===== src/rtl/async_mutex_pkg.sv =====
// Shared types and constants for the asynchronous-mutex requester front end.
// Contents: FSM state encoding, synchroniser depth default and legal range,
// default width of the acquire-wait counter.
package async_mutex_pkg;

  typedef enum logic [1:0] {
    IDLE = 2'd0,
    REQ  = 2'd1,
    HELD = 2'd2,
    REL  = 2'd3
  } mutex_state_e;

  localparam int unsigned SYNC_STAGES_DEF = 2;
  localparam int unsigned SYNC_STAGES_MIN = 2;
  localparam int unsigned SYNC_STAGES_MAX = 4;

  localparam int unsigned WAIT_W_DEF = 16;

endpackage


===== src/rtl/bit_synchronizer.sv =====
// Multi-flop synchroniser for a single asynchronous level.
// Ports:
//   clk   - destination clock
//   reset - asynchronous active-high reset, clears every stage to 0
//   d     - asynchronous input level
//   q     - synchronised level, STAGES clk edges behind d
module bit_synchronizer #(
  parameter int unsigned STAGES = 2
) (
  input  logic clk,
  input  logic reset,
  input  logic d,
  output logic q
);

  logic [STAGES-1:0] sync_q;

  // Plain shift chain; stage 0 is the metastability-exposed flop.
  always_ff @(posedge clk or posedge reset) begin
    if (reset) begin
      sync_q <= '0;
    end else begin
      sync_q <= {sync_q[STAGES-2:0], d};
    end
  end

  assign q = sync_q[STAGES-1];

endmodule


===== src/rtl/async_mutex_client.sv =====
// Requester-side front end for a two-input asynchronous mutex.
// Turns acquire/release command pulses into a four-phase mutex request,
// synchronises the grant, acknowledges the core and records acquire wait time.
// Ports:
//   clk, reset     - clock, asynchronous active-high reset
//   acq_i, rel_i   - single-cycle acquire / release commands
//   ack_o          - pulse: acquire granted or release completed
//   err_o          - pulse: command illegal in the current state
//   held_o         - level: lock owned by this client
//   busy_o         - level: acquire or release in flight
//   wait_o         - cycles the last acquire spent waiting (saturating)
//   mutex_req_o    - registered request to the mutex
//   mutex_grant_i  - grant from the mutex, asynchronous to clk
// SYNC_STAGES must lie in SYNC_STAGES_MIN..SYNC_STAGES_MAX.
module async_mutex_client
  import async_mutex_pkg::*;
#(
  parameter int unsigned SYNC_STAGES = SYNC_STAGES_DEF,
  parameter int unsigned WAIT_W      = WAIT_W_DEF
) (
  input  logic              clk,
  input  logic              reset,
  input  logic              acq_i,
  input  logic              rel_i,
  output logic              ack_o,
  output logic              err_o,
  output logic              held_o,
  output logic              busy_o,
  output logic [WAIT_W-1:0] wait_o,
  output logic              mutex_req_o,
  input  logic              mutex_grant_i
);

  localparam int unsigned       SETTLE_W = $clog2(SYNC_STAGES + 1);
  localparam logic [WAIT_W-1:0] WAIT_MAX = {WAIT_W{1'b1}};

  mutex_state_e        state_q, state_d;
  logic                drain_q, drain_d;
  logic [SETTLE_W-1:0] settle_q, settle_d;
  logic                settle_done;
  logic                g_s;
  logic                cmd_err;

  logic [WAIT_W-1:0]   wait_cnt_q, wait_cnt_d, wait_inc;
  logic                ack_d, err_d, held_d, busy_d, req_d;
  logic [WAIT_W-1:0]   wait_d;

  // Grant crossing into the local clock domain.
  bit_synchronizer #(
    .STAGES (SYNC_STAGES)
  ) u_grant_sync (
    .clk   (clk),
    .reset (reset),
    .d     (mutex_grant_i),
    .q     (g_s)
  );

  // The synchroniser restarts at 0 after reset, so g_s says nothing about the
  // real grant until it has been refilled; the reset drain waits for that.
  assign settle_done = (settle_q == SETTLE_W'(SYNC_STAGES));

  // State register; reset lands in REL to drain a grant left over by the mutex.
  always_ff @(posedge clk or posedge reset) begin
    if (reset) begin
      state_q  <= REL;
      drain_q  <= 1'b1;
      settle_q <= '0;
    end else begin
      state_q  <= state_d;
      drain_q  <= drain_d;
      settle_q <= settle_d;
    end
  end

  // Next-state logic and command legality.
  always_comb begin
    state_d  = state_q;
    cmd_err  = 1'b0;
    drain_d  = drain_q;
    settle_d = settle_done ? settle_q : settle_q + SETTLE_W'(1);
    if (acq_i && rel_i) begin
      cmd_err = 1'b1;
    end else begin
      unique case (state_q)
        IDLE: begin
          if (rel_i) begin
            cmd_err = 1'b1;
          end else if (acq_i) begin
            // A raised request must never meet a grant that is still high.
            if (g_s) cmd_err = 1'b1;
            else     state_d = REQ;
          end
        end
        REQ: begin
          if (acq_i || rel_i) cmd_err = 1'b1;
          else if (g_s)       state_d = HELD;
        end
        HELD: begin
          if (acq_i)      cmd_err = 1'b1;
          else if (rel_i) state_d = REL;
        end
        REL: begin
          if (acq_i || rel_i) begin
            cmd_err = 1'b1;
          end else if (!g_s && settle_done) begin
            state_d = IDLE;
            drain_d = 1'b0;
          end
        end
        default: state_d = REL;
      endcase
    end
  end

  // Next output values, all taken from the upcoming state so they register.
  always_comb begin
    wait_inc   = (wait_cnt_q == WAIT_MAX) ? WAIT_MAX : wait_cnt_q + WAIT_W'(1);
    wait_cnt_d = wait_cnt_q;
    wait_d     = wait_o;
    ack_d      = 1'b0;
    err_d      = cmd_err;
    held_d     = (state_d == HELD);
    busy_d     = (state_d == REQ) || (state_d == REL);
    req_d      = (state_d == REQ) || (state_d == HELD);
    if (state_q == IDLE && state_d == REQ) begin
      wait_cnt_d = '0;
    end else if (state_q == REQ) begin
      wait_cnt_d = wait_inc;
    end
    // wait_inc counts the final REQ cycle, so wait_o is cycles spent in REQ.
    if (state_q == REQ && state_d == HELD) begin
      ack_d  = 1'b1;
      wait_d = wait_inc;
    end
    if (state_q == REL && state_d == IDLE && !drain_q) begin
      ack_d = 1'b1;
    end
  end

  // Output and counter registers.
  always_ff @(posedge clk or posedge reset) begin
    if (reset) begin
      ack_o       <= 1'b0;
      err_o       <= 1'b0;
      held_o      <= 1'b0;
      busy_o      <= 1'b0;
      wait_o      <= '0;
      mutex_req_o <= 1'b0;
      wait_cnt_q  <= '0;
    end else begin
      ack_o       <= ack_d;
      err_o       <= err_d;
      held_o      <= held_d;
      busy_o      <= busy_d;
      wait_o      <= wait_d;
      mutex_req_o <= req_d;
      wait_cnt_q  <= wait_cnt_d;
    end
  end

endmodule


===== config.mk =====
export PLATFORM = sky130hd
export DESIGN_NAME = async_mutex_client
export DESIGN_NICKNAME = d
export VERILOG_FILES = /design/src/rtl/async_mutex_pkg.sv /design/src/rtl/bit_synchronizer.sv /design/src/rtl/async_mutex_client.sv
export SDC_FILE = /design/constraint.sdc
export NUM_CORES = 1
export LEC_CHECK = 0
export CORE_MARGIN = 2
export CORE_UTILIZATION = 25
export DETAILED_ROUTE_END_ITERATION = 7
export GPL_ROUTABILITY_DRIVEN = 0
export SLEW_MARGIN = 20
export SYNTH_ARGS = -nofsm -noshare
export SYNTH_HDL_FRONTEND = slang
export SYNTH_HIERARCHICAL = 1
export SYNTH_SLANG_ARGS = --single-unit
export TNS_END_PERCENT = 20

===== constraint.sdc =====
create_clock -name clk -period 2.05 [get_ports clk]
set_input_delay 0.205 -clock clk [delete_from_list [all_inputs] [get_ports clk]]
set_output_delay 0.205 -clock clk [all_outputs]
set_load 0.02 [all_outputs]

Word-level counts from Yosys, hierarchy flattened
Index checks and enable logic that the tools add are counted.
{ "op_classes": {"addsub": 2, "n_eq_ne": 8, "n_mux": 23, "bitwise_logic": 2, "n_reduce_logical": 16} }
{ "op_table": {"columns": ["operator", "n"], "rows": [
  ["2-to-1 mux 16 bit", 3],
  ["2-to-1 mux 2 bit", 10],
  ["adder 16 x 1 -> 16 bit (second input constant)", 1],
  ["equality test 16 bit (second input constant)", 1],
  ["equality test 2 bit (second input constant)", 5],
  ["2-to-1 mux 1 bit", 8],
  ["one-hot mux 2 bit (4 select lines)", 1],
  ["logical AND 1 bit", 6],
  ["equality test 2 x 1 -> 1 bit (second input constant)", 2],
  ["logical NOT 2 bit", 2],
  ["AND reduction 4 bit", 1],
  ["logical OR 1 bit", 3],
  ["one-hot mux 1 bit (3 select lines)", 1],
  ["adder 2 x 1 -> 2 bit (second input constant)", 1],
  ["logical NOT 1 bit", 2],
  ["NOT 1 bit", 2],
  ["nonzero test 2 bit", 1],
  ["OR reduction 2 bit", 1]
]} }
{ "word_totals": {"ff_bits": 44, "inputBits": 5, "output_inout_bits": 21, "elab_cells": 62} }

Logic depth before layout (Yosys ltp)
Gate-level depths: netlist of the first run.
{ "logic_depth": {"ltp_word": 10, "depth_mapped": 10, "mapped_depth_nobuf": 10} }

Modules after synthesis
Netlist of the first run, hierarchy kept.
{ "modules_own_cells": {"columns": ["module", "instances", "cells_per_inst", "area_each_um2", "seq_area_each_um2"], "rows": [
  ["async_mutex_client", 1, 240, 2379.8, 1054.8],
  ["bit_synchronizer", 1, 3, 53.8, 50.0]
]} }

Worst setup path before layout of the first run
No wires, ideal clock.
{ "synth_path": {"path_kind": "register to register", "start": "register state_q[1]", "end": "register wait_cnt_q[14]", "setup_ns": 0.104, "t_arrival_ns": 2.019, "required_time_ns": 1.946, "path_slack_ns": -0.073, "stages_incl_launch_ff": 10, "path_buffers": 2, "path_cell_list": "dfstp_2 buf_2 nor2_1 a22oi_1 o221ai_1 ha_1 o21bai_1 clkbuf_1 nor2_1 a221oi_1"} }
{ "synth_via": {"elab_chain_len": 8, "elab_cells_between_ends": 19, "cone_classes": "4 x eq/ne; 12 x mux; 3 x reduce/logical"} }
{ "synth_rtl": {"columns": ["item", "line", "text"], "rows": [
  ["from (decl)", "async_mutex_client.sv:37", "mutex_state_e state_q, state_d;"],
  ["from (signal assigned)", "async_mutex_client.sv:69", "state_q <= state_d;"],
  ["2-to-1 mux 2 bit", "async_mutex_client.sv:90", "if (g_s) cmd_err = 1'b1;"],
  ["2-to-1 mux 2 bit", "async_mutex_client.sv:88", "end else if (acq_i) begin"],
  ["2-to-1 mux 2 bit", "async_mutex_client.sv:86", "if (rel_i) begin"],
  ["one-hot mux 2 bit (4 select lines)", "async_mutex_client.sv:84", "unique case (state_q)"],
  ["2-to-1 mux 2 bit", "async_mutex_client.sv:81", "if (acq_i && rel_i) begin"],
  ["equality test 2 x 1 -> 1 bit", "async_mutex_client.sv:125", "if (state_q == IDLE && state_d == REQ) begin"],
  ["logical AND 1 bit", "async_mutex_client.sv:125", null],
  ["2-to-1 mux 16 bit / nonzero test 2 bit (equally long branches)", null, null],
  ["to (signal assigned)", "async_mutex_client.sv:157", "wait_cnt_q <= wait_cnt_d;"],
  ["to (decl)", "async_mutex_client.sv:44", "logic [WAIT_W-1:0] wait_cnt_q, wait_cnt_d, wait_inc;"]
]} }
Several ways; a longest one is shown, not always the timed one.
A chain may end at the register's enable or synchronous reset.

Final worst setup path of the first run
{ "layout_path": {"start": "register state_q[0]", "end": "register wait_cnt_q[3]"} }
{ "layout_via": {"elab_cells_between_ends": 19, "cone_classes": "4 x eq/ne; 12 x mux; 3 x reduce/logical"} }
{ "layout_lines": {"columns": ["item", "line"], "rows": [
  ["equality test 2 bit, or another cell as far along", "async_mutex_client.sv:84"],
  ["one-hot mux 2 bit (4 select lines) (*)", "async_mutex_client.sv:84"],
  ["2-to-1 mux 2 bit (*)", "async_mutex_client.sv:81"],
  ["via state_d[1]", "async_mutex_client.sv:37"],
  ["equality test 2 x 1 -> 1 bit (*)", "async_mutex_client.sv:125"],
  ["logical AND 1 bit (*)", "async_mutex_client.sv:125"],
  ["2-to-1 mux 16 bit / nonzero test 2 bit (equally long branches)", null]
]} }
The timed path passes the listed nets; every way through them passes the cells marked *.

==> results of run 1 <==
layer usage:
metal	share of wire, %	vias up	routed length (um)
met5	0	-	0
met2	48	45	2814
met1	46	1004	2696
met3	4.5	5	263
li1	-	976	-
met4	1.2	0	72
cell type report:
| type | count | area share [%] |
|---|---|---|
| multi-input cells | 172 | 39.80 |
| flip-flops and latches | 44 | 35.25 |
| repair buffers | 56 | 15.77 |
| well taps | 133 | 5.309 |
| clock buffers | 5 | 2.196 |
| inverters | 9 | 1.078 |
| clock inverters | 3 | 0.5988 |
worst min-delay path by stage:
stage	slack (ns)	from	depth (start not counted)	to
2_1_floorplan	-0.05	reset	1	u_grant_sync/sync_q[0]
3_3_place_gp	0.33	u_grant_sync/sync_q[0]	0	u_grant_sync/sync_q[1]
3_5_place_dp	0.35	u_grant_sync/sync_q[0]	0	u_grant_sync/sync_q[1]
4_1_cts	0.06	reset	2	u_grant_sync/sync_q[0]
5_1_grt	0.07	reset	2	u_grant_sync/sync_q[0]
6_report	0.07	reset	2	u_grant_sync/sync_q[1]
stage by stage:
step | setup WS [ns] | cell area [sq um] | hold slack, ns | power, W | utilization (%)
floorplan | -0.03206 | 2435 | -0.05382 | 0.001899 | -
global placement | -0.1555 | 2978 | 0.3348 | 0.002401 | 31.04
finish | 0.07076 | 3134 | 0.06983 | 0.002999 | 32.67
CTS | -0.01775 | 3078 | 0.06254 | 0.002988 | 32.08
global route | -0.04138 | 3134 | 0.06832 | 0.003204 | 32.67
detailed placement | -0.1975 | 2978 | 0.3545 | 0.002422 | 31.04
sequential cells by signal, indices dropped and copies added (netlist names):
register	cells
settle_q	2
busy_o	1
ack_o	1
held_o	1
wait_o	16
drain_q	1
err_o	1
mutex_req_o	1
u_grant_sync/sync_q	2
wait_cnt_q	16
state_q	2
report_power, final:
part	switching (W)	total [W]	internal [W]
Sequential	0.000168	0.00123	0.00106
Combinational	0.000631	0.00121	0.000584
Clock	0.000313	0.000551	0.000238
cell families after synthesis:
group	after synthesis	share of synthesized area, %
compound gates	70	19.80
xor+xnor	6	2.159
fa+ha+maj	5	2.571
buf+inv	27	5.090
flops	44	45.40
mux	6	2.468
simple gates	85	22.52
what timing repair did:
item                       4_1_cts  5_1_grt
setup buffers                    1        1
gates resized for setup          2       16
setup endpoints to repair       14       31
hold endpoints to repair         0        0
pin swaps                        0        4
placed cells by master, fill, tap and decap left out, drive strengths merged, types with 2 or more instances in the layout:
cell,instances
a211o,2
a21oi,17
a31o,2
a31oi,6
and2,2
and3,5
and4,2
buf,31
clkbuf,5
clkdlybuf4s50,25
clkinv,3
dfrtp,41
dfstp,3
ha,5
inv,9
mux2i,6
nand2,18
nand2b,2
nand3,15
nand3b,2
nand4,6
nor2,20
nor2b,2
nor3,4
nor4,4
o211ai,3
o21ai,17
o311ai,7
o31ai,2
xnor2,4
xor2,2
==> impl_metrics.sql, run 1 <==
INSERT INTO impl_metrics (metric_group, metric, value, unit) VALUES
('sta', 'setup_viol', '0', ''),
('run', 'max_cap_violations', '0', ''),
('yosys', 'ys_ff_latch', '44', ''),
('die', 'rows', '36', ''),
('sta', 'slew_headroom', '63.65', '%'),
('setup_path', 'crit_type', 'reg -> reg', ''),
('global_route', 'global_route.usage.met3', '2.983', '%'),
('place', 'numPortBuffers', '25', ''),
('routing', 'detail-route-antenna-nets', '0', ''),
('global_route', 'grt_start_max_net_pins', '43', ''),
('die', 'die_x', '102.7', 'um'),
('global_route', 'number_of_global_route_vias_before_repair', '1950', ''),
('cells_and_area', 'filler_cell_count', '982', ''),
('yosys', 'synth.lib_cells_used.distinct', '58', ''),
('cells_and_area', 'area_growth', '28.79', '%'),
('cells_and_area', 'area_taken_by_multi_input_logic_gates', '1247', 'sq um'),
('cells_and_area', 'finish.net_count', '298', ''),
('routing', 'wl', '5847', 'um'),
('routing', 'routed_length_per_placed_instance', '13.86', 'um'),
('yosys', 'netlist_area', '2434', 'sq um'),
('setup_path', 'worst-r2r-setup-slack', '0.07', 'ns'),
('setup_path', 'crit_path_cell_trace', 'nand3_1 > a32o_2 > inv_1 > ha_2 > o21bai_1 > buf_4 > a21o_1 > nand2_1 > o311ai_1', ''),
('sta', 'timing.final.crit_period', '1.979', 'ns'),
('global_route', 'wire_length_of_the_first_global_routing_pass', '9770', 'um'),
('cells_and_area', 'final-seq-area', '1105', 'sq um'),
('sta', 'final-max-slew-violation-count', '0', ''),
('min_path', 'hp-class', 'in -> async', ''),
('die', 'die-height', '102.7', 'um'),
('setup_path', 'critPathTopFamily', 'flip-flops', ''),
('die', 'starting_density_of_the_core', '25.37', '%'),
('die', 'core_region_area', '9594', 'sq um'),
('setup_path', 'worst_setup_path_endpoint', 'wait_cnt_q[3]', ''),
('cells_and_area', 'finish.cell_count_without_fillers', '422', ''),
('routing', 'route.detailed.drc', '0', ''),
('cells_and_area', 'final_layout_size_suffix_gt1_share', '24.91', '%'),
('yosys', 'post-synth-top-count-cell', 'sky130_fd_sc_hd__dfrtp_1', ''),
('die', 'ioPinCount', '26', ''),
('setup_path', 'timing.critical_path.fanout_max', '9', ''),
('clock_tree', 'cts_max_path_buffers', '2', ''),
('global_route', 'global_route.usage.met1', '15.34', '%'),
('setup_path', 'delay_of_the_slowest_cell_on_the_worst_path', '0.62', 'ns'),
('clock_tree', 'worst_skew_pair_later_pin_latency', '0.30', 'ns'),
('global_route', 'global_route.overflow_total', '0', ''),
('yosys', 'yosys-top-cells-count', '41 x sky130_fd_sc_hd__dfrtp_1, 19 x sky130_fd_sc_hd__nor2_1, 18 x sky130_fd_sc_hd__nand2_1', ''),
('setup_path', 'cp_num_cells', '9', ''),
('routing', 'drt_iter0_drc', '159', ''),
('setup_path', 'worst_ep_arrival_time', '2.15', 'ns'),
('outcome', 'result_of_the_run', 'finished clean', ''),
('yosys', 'synth_flop_cell', 'sky130_fd_sc_hd__dfrtp_1', ''),
('clock_tree', 'ctsRootBufferMaster', 'sky130_fd_sc_hd__clkbuf_8', ''),
('clock_tree', 'cts-hold-fix-buffers', '0', ''),
('sta', 'finalHoldViolations', '0', ''),
('yosys', 'synth_area_per_cell', '10.01', 'sq um'),
('place', 'post-dp-hpwl', '4091', 'um'),
('die', 'die_area', '10540', 'sq um'),
('setup_path', 'cp-startpoint', 'state_q[0]', ''),
('setup_path', 'worst_ep_required_time', '2.22', 'ns'),
('sta', 'clock_skew', '0.01049', 'ns'),
('yosys', 'number_of_enable_flip_flop_cells_after_synthesis', '0', ''),
('global_route', 'gr-max-usage-layer', 'met2', ''),
('global_route', 'globalRouteTotalUtil', '11.82', '%'),
('clock_tree', 'cts_buf_count', '5', ''),
('routing', 'viasPerCell', '4.810', ''),
('place', 'place.detailed.instances', '412', ''),
('yosys', 'synth_top_area_share', '42.16', '%'),
('sta', 'tightest_slew', '0.5453', 'ns'),
('sta', 'tcrit_tclk_final', '96.55', '%'),
('yosys', 'netlist_top_cells_area', 'sky130_fd_sc_hd__dfrtp_1 42%, sky130_fd_sc_hd__a21oi_1 3.3%, sky130_fd_sc_hd__dfstp_2 3.2%, sky130_fd_sc_hd__nor2_1 2.9%, sky130_fd_sc_hd__nand2_1 2.8%', ''),
('setup_path', 'worst_r2r_path_depth', '9', ''),
('yosys', 'yosysWarnings', '6', ''),
('setup_path', 'worstSetupStartpointType', 'flop', '');
No activity file was read; power rests on OpenSTA's default activity.
==> run 2: changes to the inputs <==
- CORE_UTILIZATION: 25 -> 40
==> impl_metrics.sql, run 2 (synthesized netlist as in run 1, its figures left out) <==
INSERT INTO impl_metrics (metric_group, metric, value, unit) VALUES
('outcome', 'result_of_the_run', 'finished clean', ''),
('place', 'numPortBuffers', '25', ''),
('global_route', 'global_route.overflow_total', '0', ''),
('min_path', 'hp-class', 'in -> async', ''),
('power', 'seq_power_share', '39.6', '%'),
('clock_tree', 'cts_buf_count', '5', ''),
('setup_path', 'cp-end-kind', 'flop', ''),
('sta', 'tcrit_tclk_final', '98.54', '%'),
('setup_path', 'timing.critical_path.fanout_max', '7', ''),
('die', 'die_x', '82', 'um'),
('power', 'share_clk_of_total_power', '20.9', '%'),
('global_route', 'number_of_global_route_vias_before_repair', '1864', ''),
('sta', 'achievable-frequency', '0.4950', 'GHz'),
('place', 'place_area', '2880', 'sq um'),
('die', 'die-height', '82', 'um'),
('die', 'rows', '28', ''),
('sta', 'fin_hold_ws', '0.08284', 'ns'),
('setup_path', 'cp_max_stage_cell', 'sky130_fd_sc_hd__dfstp_2', ''),
('cells_and_area', 'final_cell_mix', '41 x sky130_fd_sc_hd__dfrtp_1, 25 x sky130_fd_sc_hd__buf_4, 25 x sky130_fd_sc_hd__clkdlybuf4s50_1, 18 x sky130_fd_sc_hd__nor2_1, 15 x sky130_fd_sc_hd__nand2_1', ''),
('routing', 'route.detailed.drc', '0', ''),
('sta', 'setup_viol', '0', ''),
('setup_path', 'crit_type', 'reg -> reg', ''),
('clock_tree', 'path_clk_slew', '0.08', 'ns'),
('cells_and_area', 'largest_regs', 'wait_cnt_q x16, wait_o x16', ''),
('run', 'max_cap_violations', '0', ''),
('power', 'power.static_leakage', '1.349', 'nW'),
('routing', 'drt_iter0_drc', '150', ''),
('routing', 'detail-route-antenna-nets', '0', ''),
('setup_path', 'crit_path_cell_trace', 'nor2_2 > a22oi_2 > o221a_2 > ha_4 > nand3b_1 > a21oi_2 > buf_6 > a21oi_1', ''),
('routing', 'wl', '5740', 'um'),
('power', 'p_comb_share', '39.5', '%'),
('power', 'internal_power', '0.002027', 'W'),
('clock_tree', 'cts_sinks', '44', ''),
('sta', 'slew_headroom', '63.02', '%'),
('sta', 'clock_skew', '0.003450', 'ns'),
('die', 'starting_density_of_the_core', '41.35', '%'),
('power', 'power.switching_fraction', '35.28', '%'),
('cells_and_area', 'final_layout_size_suffix_gt1_share', '26.39', '%'),
('cells_and_area', 'most_common_cell_after_layout_fill_and_taps_aside', 'sky130_fd_sc_hd__dfrtp_1', ''),
('clock_tree', 'tritoncts', 'yes', ''),
('global_route', 'globalRouteTotalUtil', '18.28', '%'),
('routing', 'routed_length_per_placed_instance', '15.81', 'um'),
('clock_tree', 'ctsRootBufferMaster', 'sky130_fd_sc_hd__clkbuf_8', ''),
('clock_tree', 'worst_skew_pair_later_pin_latency', '0.29', 'ns'),
('sta', 'final-max-slew-violation-count', '0', ''),
('global_route', 'wire_length_of_the_first_global_routing_pass', '9363', 'um'),
('sta', 'finalHoldViolations', '0', ''),
('power', 'power.density', '997.5', 'nW/um^2'),
('setup_path', 'delay_of_the_slowest_cell_on_the_worst_path', '0.59', 'ns'),
('place', 'post-dp-hpwl', '3915', 'um'),
('cells_and_area', 'antenna_cells', '0', ''),
('setup_path', 'worst-r2r-setup-slack', '0.03', 'ns'),
('cells_and_area', 'finish.net_count', '297', ''),
('die', 'core_region_area', '5886', 'sq um'),
('clock_tree', 'ctsHtreeMaxLevel', '2', ''),
('routing', 'drt_first_pass_iters', '4', ''),
('die', 'ioPinCount', '26', ''),
('power', 'netSwitchingPower', '0.001105', 'W'),
('setup_path', 'worstSetupStartpointType', 'flop', ''),
('routing', 'detailroute.via_count', '2036', ''),
('cells_and_area', 'area_growth', '29.00', '%'),
('setup_path', 'worst_ep_required_time', '2.24', 'ns'),
('power', 'vdd_ir_drop_max', '0.5627', 'mV'),
('sta', 'timing.final.crit_period', '2.020', 'ns'),
('routing', 'viasPerCell', '5.609', ''),
('global_route', 'grt_antenna_before_repair', '0', ''),
('sta', 'rsz0062_at_grt', 'true', ''),
('global_route', 'grt_start_max_net_pins', '43', ''),
('cells_and_area', 'finalInstanceArea', '3139', 'sq um'),
('die', 'die_area', '6724', 'sq um'),
('place', 'placement.setup.worst_slack', '-0.1453', 'ns'),
('setup_path', 'worst_ep_arrival_time', '2.21', 'ns'),
('sta', 'tightest_slew', '0.5546', 'ns'),
('clock_tree', 'cts_max_path_buffers', '2', ''),
('sta', 'timing.final.ws_setup', '0.02994', 'ns');
==> run 2: worst max-delay path, delay by kind of cell, from the launching register on <==
kind                       cells  cell delay, ns
adders and majority gates      1            0.14
AOI/OAI and AO/OA              4            0.75
buffers and inverters          1            0.15
and+or+nand+nor                2            0.28
DFF                            1            0.59
==> run 2: final timing paths <==
kind / from / endpoint / cells past startpoint
min reg2reg: u_grant_sync/sync_q[0] / u_grant_sync/sync_q[1] / 0
max in group asynchronous: reset / drain_q / 3
max: state_q[1] / wait_o[5] / 8
min: reset / u_grant_sync/sync_q[0] / 2
min in group clk: mutex_grant_i / u_grant_sync/sync_q[0] / 1
max reg2reg: state_q[1] / wait_o[5] / 8
==> run 2: what timing repair did <==
action | 4_1_cts | 5_1_grt
endpoints found under the hold margin | 0 | 0
gates resized for setup | 8 | 23
cloned | 0 | 1
hold buffers | 0 | 0
pin swaps | 3 | 8
setup endpoints to repair | 15 | 27
setup buffers | 3 | 2
==> run 2: final cells by class <==
cell class / instances / area (sq um)
multi-input combinational: 172 / 1296
clock inverter: 2 / 35.03
sequential: 44 / 1105
timing repair buffer: 55 / 503.0
inverter: 9 / 33.78
fill: 540 / 2746
tap: 75 / 93.84
clock buffer: 6 / 72.57
==> run 2: power groups by stage <==
stage	Sequential [W]	Combinational, W	Clock [W]
after CTS	0.00124	0.00117	0.000680
after global routing	0.00127	0.00136	0.000720
final	0.00124	0.00124	0.000654
after floorplan	0.00137	0.000533	0
after global placement	0.00125	0.00115	0
after detailed placement	0.00125	0.00116	0
==> run 2: layer usage <==
metal / track usage, % / part of all wire [%]
met5: 0 / 0
met4: 5.500 / 1.6
met3: 3.956 / 3.8
met2: 28.78 / 49
met1: 25.23 / 46
==> run 2: through the flow <==
step	power (W)	utilization, %	std cells	setup TNS [ns]
after floorplan	0.001899	-	243	-0.06434
after global routing	0.003356	53.34	363	-1.080
after CTS	0.003089	51.59	360	0
final	0.003131	53.34	363	0
after global placement	0.002393	48.94	349	-1.628
after detailed placement	0.002410	48.94	349	-2.802
